[src/rtl/mod_sub_ecc.sv]
// rtl/mod_sub_ecc.sv - multi-cycle limb-serial modular subtractor (a - b) mod p
// One W-bit limb per clock with a rippled borrow, then an optional add-back pass of p.
module mod_sub_ecc #(
   parameter int W = 64,
   parameter int N = 4
) (
   input  logic           clk,
   input  logic           rst_n,
   input  logic           in_valid,
   output logic           in_ready,
   input  logic [W*N-1:0] a,
   input  logic [W*N-1:0] b,
   input  logic [W*N-1:0] p,
   output logic           out_valid,
   input  logic           out_ready,
   output logic [W*N-1:0] diff,
   output logic           corrected
);

   localparam int IW = (N > 1) ? $clog2(N) : 1;

   typedef enum logic [1:0] {S_IDLE, S_SUB, S_CORR, S_DONE} state_t;

   state_t         r_state;
   state_t         w_next;
   logic [W*N-1:0] r_a;
   logic [W*N-1:0] r_b;
   logic [W*N-1:0] r_p;
   logic [W*N-1:0] r_diff;
   logic [IW-1:0]  r_idx;
   logic           r_bc;
   logic           r_corrected;

   logic [W-1:0]   w_a_l;
   logic [W-1:0]   w_b_l;
   logic [W-1:0]   w_p_l;
   logic [W-1:0]   w_d_l;
   logic [W:0]     w_sub;
   logic [W:0]     w_add;
   logic           w_last;
   logic           w_accept;

   assign w_a_l    = r_a[r_idx*W +: W];
   assign w_b_l    = r_b[r_idx*W +: W];
   assign w_p_l    = r_p[r_idx*W +: W];
   assign w_d_l    = r_diff[r_idx*W +: W];
   assign w_sub    = {1'b0, w_a_l} - {1'b0, w_b_l} - {{W{1'b0}}, r_bc};
   assign w_add    = {1'b0, w_d_l} + {1'b0, w_p_l} + {{W{1'b0}}, r_bc};
   assign w_last   = (r_idx == IW'(N - 1));
   assign w_accept = in_valid && in_ready;

   assign in_ready  = (r_state == S_IDLE);
   assign out_valid = (r_state == S_DONE);
   assign diff      = r_diff;
   assign corrected = r_corrected;

   always_comb begin
      w_next = r_state;
      case (r_state)
         S_IDLE: if (w_accept) w_next = S_SUB;
         S_SUB:  if (w_last) w_next = w_sub[W] ? S_CORR : S_DONE;
         S_CORR: if (w_last) w_next = S_DONE;
         S_DONE: if (out_ready) w_next = S_IDLE;
         default: w_next = S_IDLE;
      endcase
   end

   always_ff @(posedge clk) begin
      if (!rst_n) r_state <= S_IDLE;
      else        r_state <= w_next;
   end

   // Operand latches need no reset: they are only read after an accept loads them.
   always_ff @(posedge clk) begin
      if (w_accept) begin
         r_a <= a;
         r_b <= b;
         r_p <= p;
      end
   end

   always_ff @(posedge clk) begin
      if (!rst_n) begin
         r_diff      <= '0;
         r_idx       <= '0;
         r_bc        <= 1'b0;
         r_corrected <= 1'b0;
      end else begin
         case (r_state)
            S_IDLE: begin
               if (w_accept) begin
                  r_idx       <= '0;
                  r_bc        <= 1'b0;
                  r_corrected <= 1'b0;
               end
            end
            S_SUB: begin
               r_diff[r_idx*W +: W] <= w_sub[W-1:0];
               if (w_last) begin
                  r_idx       <= '0;
                  r_bc        <= 1'b0;
                  r_corrected <= w_sub[W];
               end else begin
                  r_idx <= r_idx + IW'(1);
                  r_bc  <= w_sub[W];
               end
            end
            S_CORR: begin
               // Final carry out of the top limb is the 2^(W*N) wrap and is dropped.
               r_diff[r_idx*W +: W] <= w_add[W-1:0];
               if (w_last) begin
                  r_idx <= '0;
                  r_bc  <= 1'b0;
               end else begin
                  r_idx <= r_idx + IW'(1);
                  r_bc  <= w_add[W];
               end
            end
            default: ;
         endcase
      end
   end

endmodule

[config.mk]
export PLATFORM = sky130hd
export DESIGN_NAME = mod_sub_ecc
export DESIGN_NICKNAME = d
export VERILOG_FILES = /design/src/rtl/mod_sub_ecc.sv
export SDC_FILE = /design/constraint.sdc
export NUM_CORES = 2
export LEC_CHECK = 0
export CORE_AREA = 2 2 397 399
export CTS_BUF_LIST = sky130_fd_sc_hd__clkbuf_8
export DETAILED_ROUTE_END_ITERATION = 8
export DIE_AREA = 0 0 399 401
export SLEW_MARGIN = 20
export SYNTH_ARGS = -nofsm -noshare
export SYNTH_HDL_FRONTEND = slang
export SYNTH_SLANG_ARGS = --single-unit
[constraint.sdc]
create_clock -name clk -period 27 [get_ports clk]
set_input_delay 4.05 -clock clk [delete_from_list [all_inputs] [get_ports clk]]
set_output_delay 4.05 -clock clk [all_outputs]
set_load 0.005 [all_outputs]
==> results <==
- For this run, design rule violations remaining after detail routing come to 0.
- The die covers 160000 um2.
- The final count of hold timing violations is 0.
- The number of setup violations in the final report is 0.
- The worst-case IR drop observed on VDD is 0.0000923 V.
- The fraction of the yosys area taken by sequential cells is 0.588.
- Of all flip-flops after synthesis, the portion carrying an async set or reset was 0.
- The max-cap violation count is 0.
- The later pin in the worst-skew pair is clocked with a latency of 0.91 ns.
- The number of buffers inserted for hold repair after clock tree synthesis is 0.
- The floorplan step set the die width to 399 um.
- The global-route wire length before repair is 257000 um.
- Once detailed placement completed, the half-perimeter wirelength came to 141000 um.
- Summed over all failing endpoints, the final setup total negative slack is 0 ns.
- In this run, synthesis produced a sequential element count of 1030.
- The cell at the root of the clock tree is sky130_fd_sc_hd__clkbuf_8.
- The synthesized design contains 768 enable-type register cells.
- The area of the core is 156000 um2.
- The number of warnings printed during yosys synthesis is 0.
- After global routing the overflow that remains totals 0.
- The number of buffers created by CTS is 180.
- STA classifies the critical path startpoint as a flop.
- The pin count of the biggest net entering global routing is 187.
- STA puts the critical path data required time at 27.74 ns.
- The detailed-route wire length per cell is 26.7 um.
- Based on the critical path, the design can be clocked at up to 0.138 GHz.
- Clock tree synthesis found a total of 1030 sinks.
- The leakage power summed over all cells is 22.9 nW.
- Clock-pin slew was measured on the worst setup and hold paths at 0.07 ns.
- At the pin with the least slew margin, the transition time is 1.15 ns.
- The part of the cycle the worst path needs is 0.268.
- The flow ran to the end, and the final reports show no timing, DRC or antenna violations.
- The clock arrives with 0.0612 ns of skew.
- The cell type with the largest total area after synthesis is sky130_fd_sc_hd__edfxtp_1.
- The overall fraction of global-route tracks in use is 0.224.
- In the layout the commonest cells are sky130_fd_sc_hd__clkdlybuf4s50_1, sky130_fd_sc_hd__edfxtp_1, sky130_fd_sc_hd__nand2_1.
- During I/O placement, the number of pins put on the boundary was 1031.
- Measured against its own limit, the worst slew margin works out to 0.236.
- Port buffering added 1030 buffers.
- After detailed routing, the number of vias per cell comes to 5.08.
- The worst hold path passes through 2 cells.
- The count of cell types in the netlist is 88.
- The via count of the first global-routing pass is 36000.
- The smallest clock period supported by the final layout is computed as 7.24 ns.
- The count of cells resized by post-cts repair is 0.
- Dividing total power by cell area gives a power density of 130 nW/um2.
- The first detailed-routing pass ran for 5 iterations.
- The initial core utilization is 0.309.
- Setup repair after global routing left no endpoint under its margin.
- The routed design has 185000 um of wire.
- For this block, the initial DRC count from the detailed router was 3351.
- The tightest min-delay check is of the reg2reg type.
- The worst reg-to-reg path cell count is 17.
- STA classifies the critical path endpoint as a flop.
- The count of nets left with antenna violations once routing finished came out at 0.
- The internal reg-to-reg setup slack is 19.76 ns.
- The clock tree from TritonCTS is done.
- At the end of the flow, the number of nets in the layout was 5663.
- Routability-driven placement finished with a final weighted congestion of 0.882.
- The total number of vias is 35100.
- Leaving out fill and tap cells, the most frequent cell in the layout is sky130_fd_sc_hd__clkdlybuf4s50_1.
- For this run, the share of the core covered by cells in the final layout is 0.413.
- The final max-slew violation count is 0.
- Synthesis produced a netlist whose cell count is 3632.
- The number of nets in the synthesized netlist is 4604.
- The number of setup buffers added after CTS is 0.
- The arrival time at the worst endpoint is 7.98 ns.
- Row generation in the floorplan step produced 145 rows.
- The maximum net fanout on the critical path is 72.
- The die outline height is 401 um.
- After synthesis, the mean cell area works out to 13.3 um2.
- The most used flip-flop cell after synthesis is sky130_fd_sc_hd__edfxtp_1.
- The cell area after synthesis is 48200 um2.
- The fraction of synthesized cell area taken by the top area cell type is 0.479.
- In the final layout, the share of cells above drive strength 1 is 0.118.
- The initial antenna violation count is 29.
- The worst setup path category is reg2reg.
- Yosys attributes the largest share of cell area to sky130_fd_sc_hd__edfxtp_1, sky130_fd_sc_hd__mux4_2, sky130_fd_sc_hd__dfxtp_1.
- Relative to the synthesized area, the layout overhead comes to 33.4%.
- No sink is reached through more buffers than the 3 on the longest clock path.
- The level count of the clock H-tree is 4.
-- cell families after synthesis --
group	Yosys count	synth area share
compound gates	772	0.101
xor+xnor	107	0.0195
fa+ha+maj	200	0.0526
buf+inv	416	0.0329
flops	1030	0.588
mux	277	0.124
simple gates	830	0.0817
-- per-stage QoR --
step           cells  worst slack [ns]  hold slack (ns)  total power, mW  cell area [um2]
2_1_floorplan   3632              4.63            0.456             5.29            48200
3_3_place_gp    6566             18.87            0.454             6.93            60700
3_5_place_dp    6566             18.78            0.460             6.95            60700
4_1_cts         6892             19.58            0.468             8.40            64200
5_1_grt         6905             19.17            0.487             8.92            64300
6_report        6908             19.76            0.465             8.36            64300
-- per-layer routing --
layer / share of wire / vias up / GRT usage
li1: - / 15900 / -
met1: 0.40 / 17400 / 0.280
met2: 0.48 / 1539 / 0.377
met3: 0.086 / 260 / 0.0594
met4: 0.029 / 10 / 0.0682
met5: 0.00039 / - / 0
-- cell type report --
cell class | count | area [um2]
repair buffers | 1064 | 10600
flip-flops and latches | 1030 | 28300
well taps | 2058 | 2570
clock inverters | 137 | 920
multi-input cells | 2186 | 18300
inverters | 229 | 860
diodes | 15 | 37.5
clock buffers | 189 | 2600
fillers | 14700 | 91400
-- path summary, 6_finish.rpt --
path / from / to
worst min-delay path: diff[177] / diff[177]
worst max-delay path: r_idx[0] / diff[59]
worst min register to register: diff[177] / diff[177]
worst max register to register: r_idx[0] / diff[59]
-- state kept, by name (all words and copies together), names as in the netlist --
name       flops
r_b          256
r_bc           1
r_p          256
corrected      1
r_idx          2
r_state        2
diff         256
r_a          256
-- worst max-delay path, stage by stage (launching register included) --
cell                        delay, ns
sky130_fd_sc_hd__dfxtp_4         0.71
sky130_fd_sc_hd__buf_12          0.57
sky130_fd_sc_hd__buf_4           0.66
sky130_fd_sc_hd__buf_4           0.69
sky130_fd_sc_hd__mux4_2          0.67
sky130_fd_sc_hd__ha_1            0.32
sky130_fd_sc_hd__inv_1           0.04
sky130_fd_sc_hd__ha_1            0.37
sky130_fd_sc_hd__a21o_1          0.21
sky130_fd_sc_hd__a21oi_1         0.14
sky130_fd_sc_hd__nor2b_1         0.06
sky130_fd_sc_hd__a2111oi_0       0.89
sky130_fd_sc_hd__nor2b_1         0.10
sky130_fd_sc_hd__nor3_1          0.58
sky130_fd_sc_hd__o21ai_1         0.18
sky130_fd_sc_hd__xor2_1          0.21
sky130_fd_sc_hd__mux2i_1         0.31
sky130_fd_sc_hd__o21ai_0         0.15
-- power breakdown --
| part | total (mW) | internal, mW | switching, mW |
|---|---|---|---|
| registers | 2.20 | 2.10 | 0.108 |
| clock network | 1.43 | 0.750 | 0.676 |
| logic | 4.73 | 1.51 | 3.22 |
| total | 8.36 | 4.35 | 4.00 |
-- synth_stat cells, types with 11 or more instances --
master	n
sky130_fd_sc_hd__o21ai_1	15
sky130_fd_sc_hd__o21ai_0	274
sky130_fd_sc_hd__clkbuf_1	137
sky130_fd_sc_hd__o21a_1	27
sky130_fd_sc_hd__xnor2_1	56
sky130_fd_sc_hd__and2_1	99
sky130_fd_sc_hd__mux2i_1	19
sky130_fd_sc_hd__o221ai_1	25
sky130_fd_sc_hd__a22oi_1	37
sky130_fd_sc_hd__a31oi_1	14
sky130_fd_sc_hd__ha_1	196
sky130_fd_sc_hd__edfxtp_1	768
sky130_fd_sc_hd__buf_2	18
sky130_fd_sc_hd__nand3_1	17
sky130_fd_sc_hd__a21oi_1	167
sky130_fd_sc_hd__xor2_1	51
sky130_fd_sc_hd__o211ai_1	22
sky130_fd_sc_hd__a211oi_1	20
sky130_fd_sc_hd__nor2b_1	52
sky130_fd_sc_hd__mux4_2	256
sky130_fd_sc_hd__a22o_1	16
sky130_fd_sc_hd__dfxtp_1	262
sky130_fd_sc_hd__nand4_1	45
sky130_fd_sc_hd__nor2_1	131
sky130_fd_sc_hd__nand2b_1	13
sky130_fd_sc_hd__nand2_1	373
sky130_fd_sc_hd__nor3_1	36
sky130_fd_sc_hd__a21o_1	56
sky130_fd_sc_hd__and3_1	11
sky130_fd_sc_hd__buf_1	32
sky130_fd_sc_hd__inv_1	229
sky130_fd_sc_hd__o21bai_1	17
Note: power is estimated with default switching activity, not from simulation.
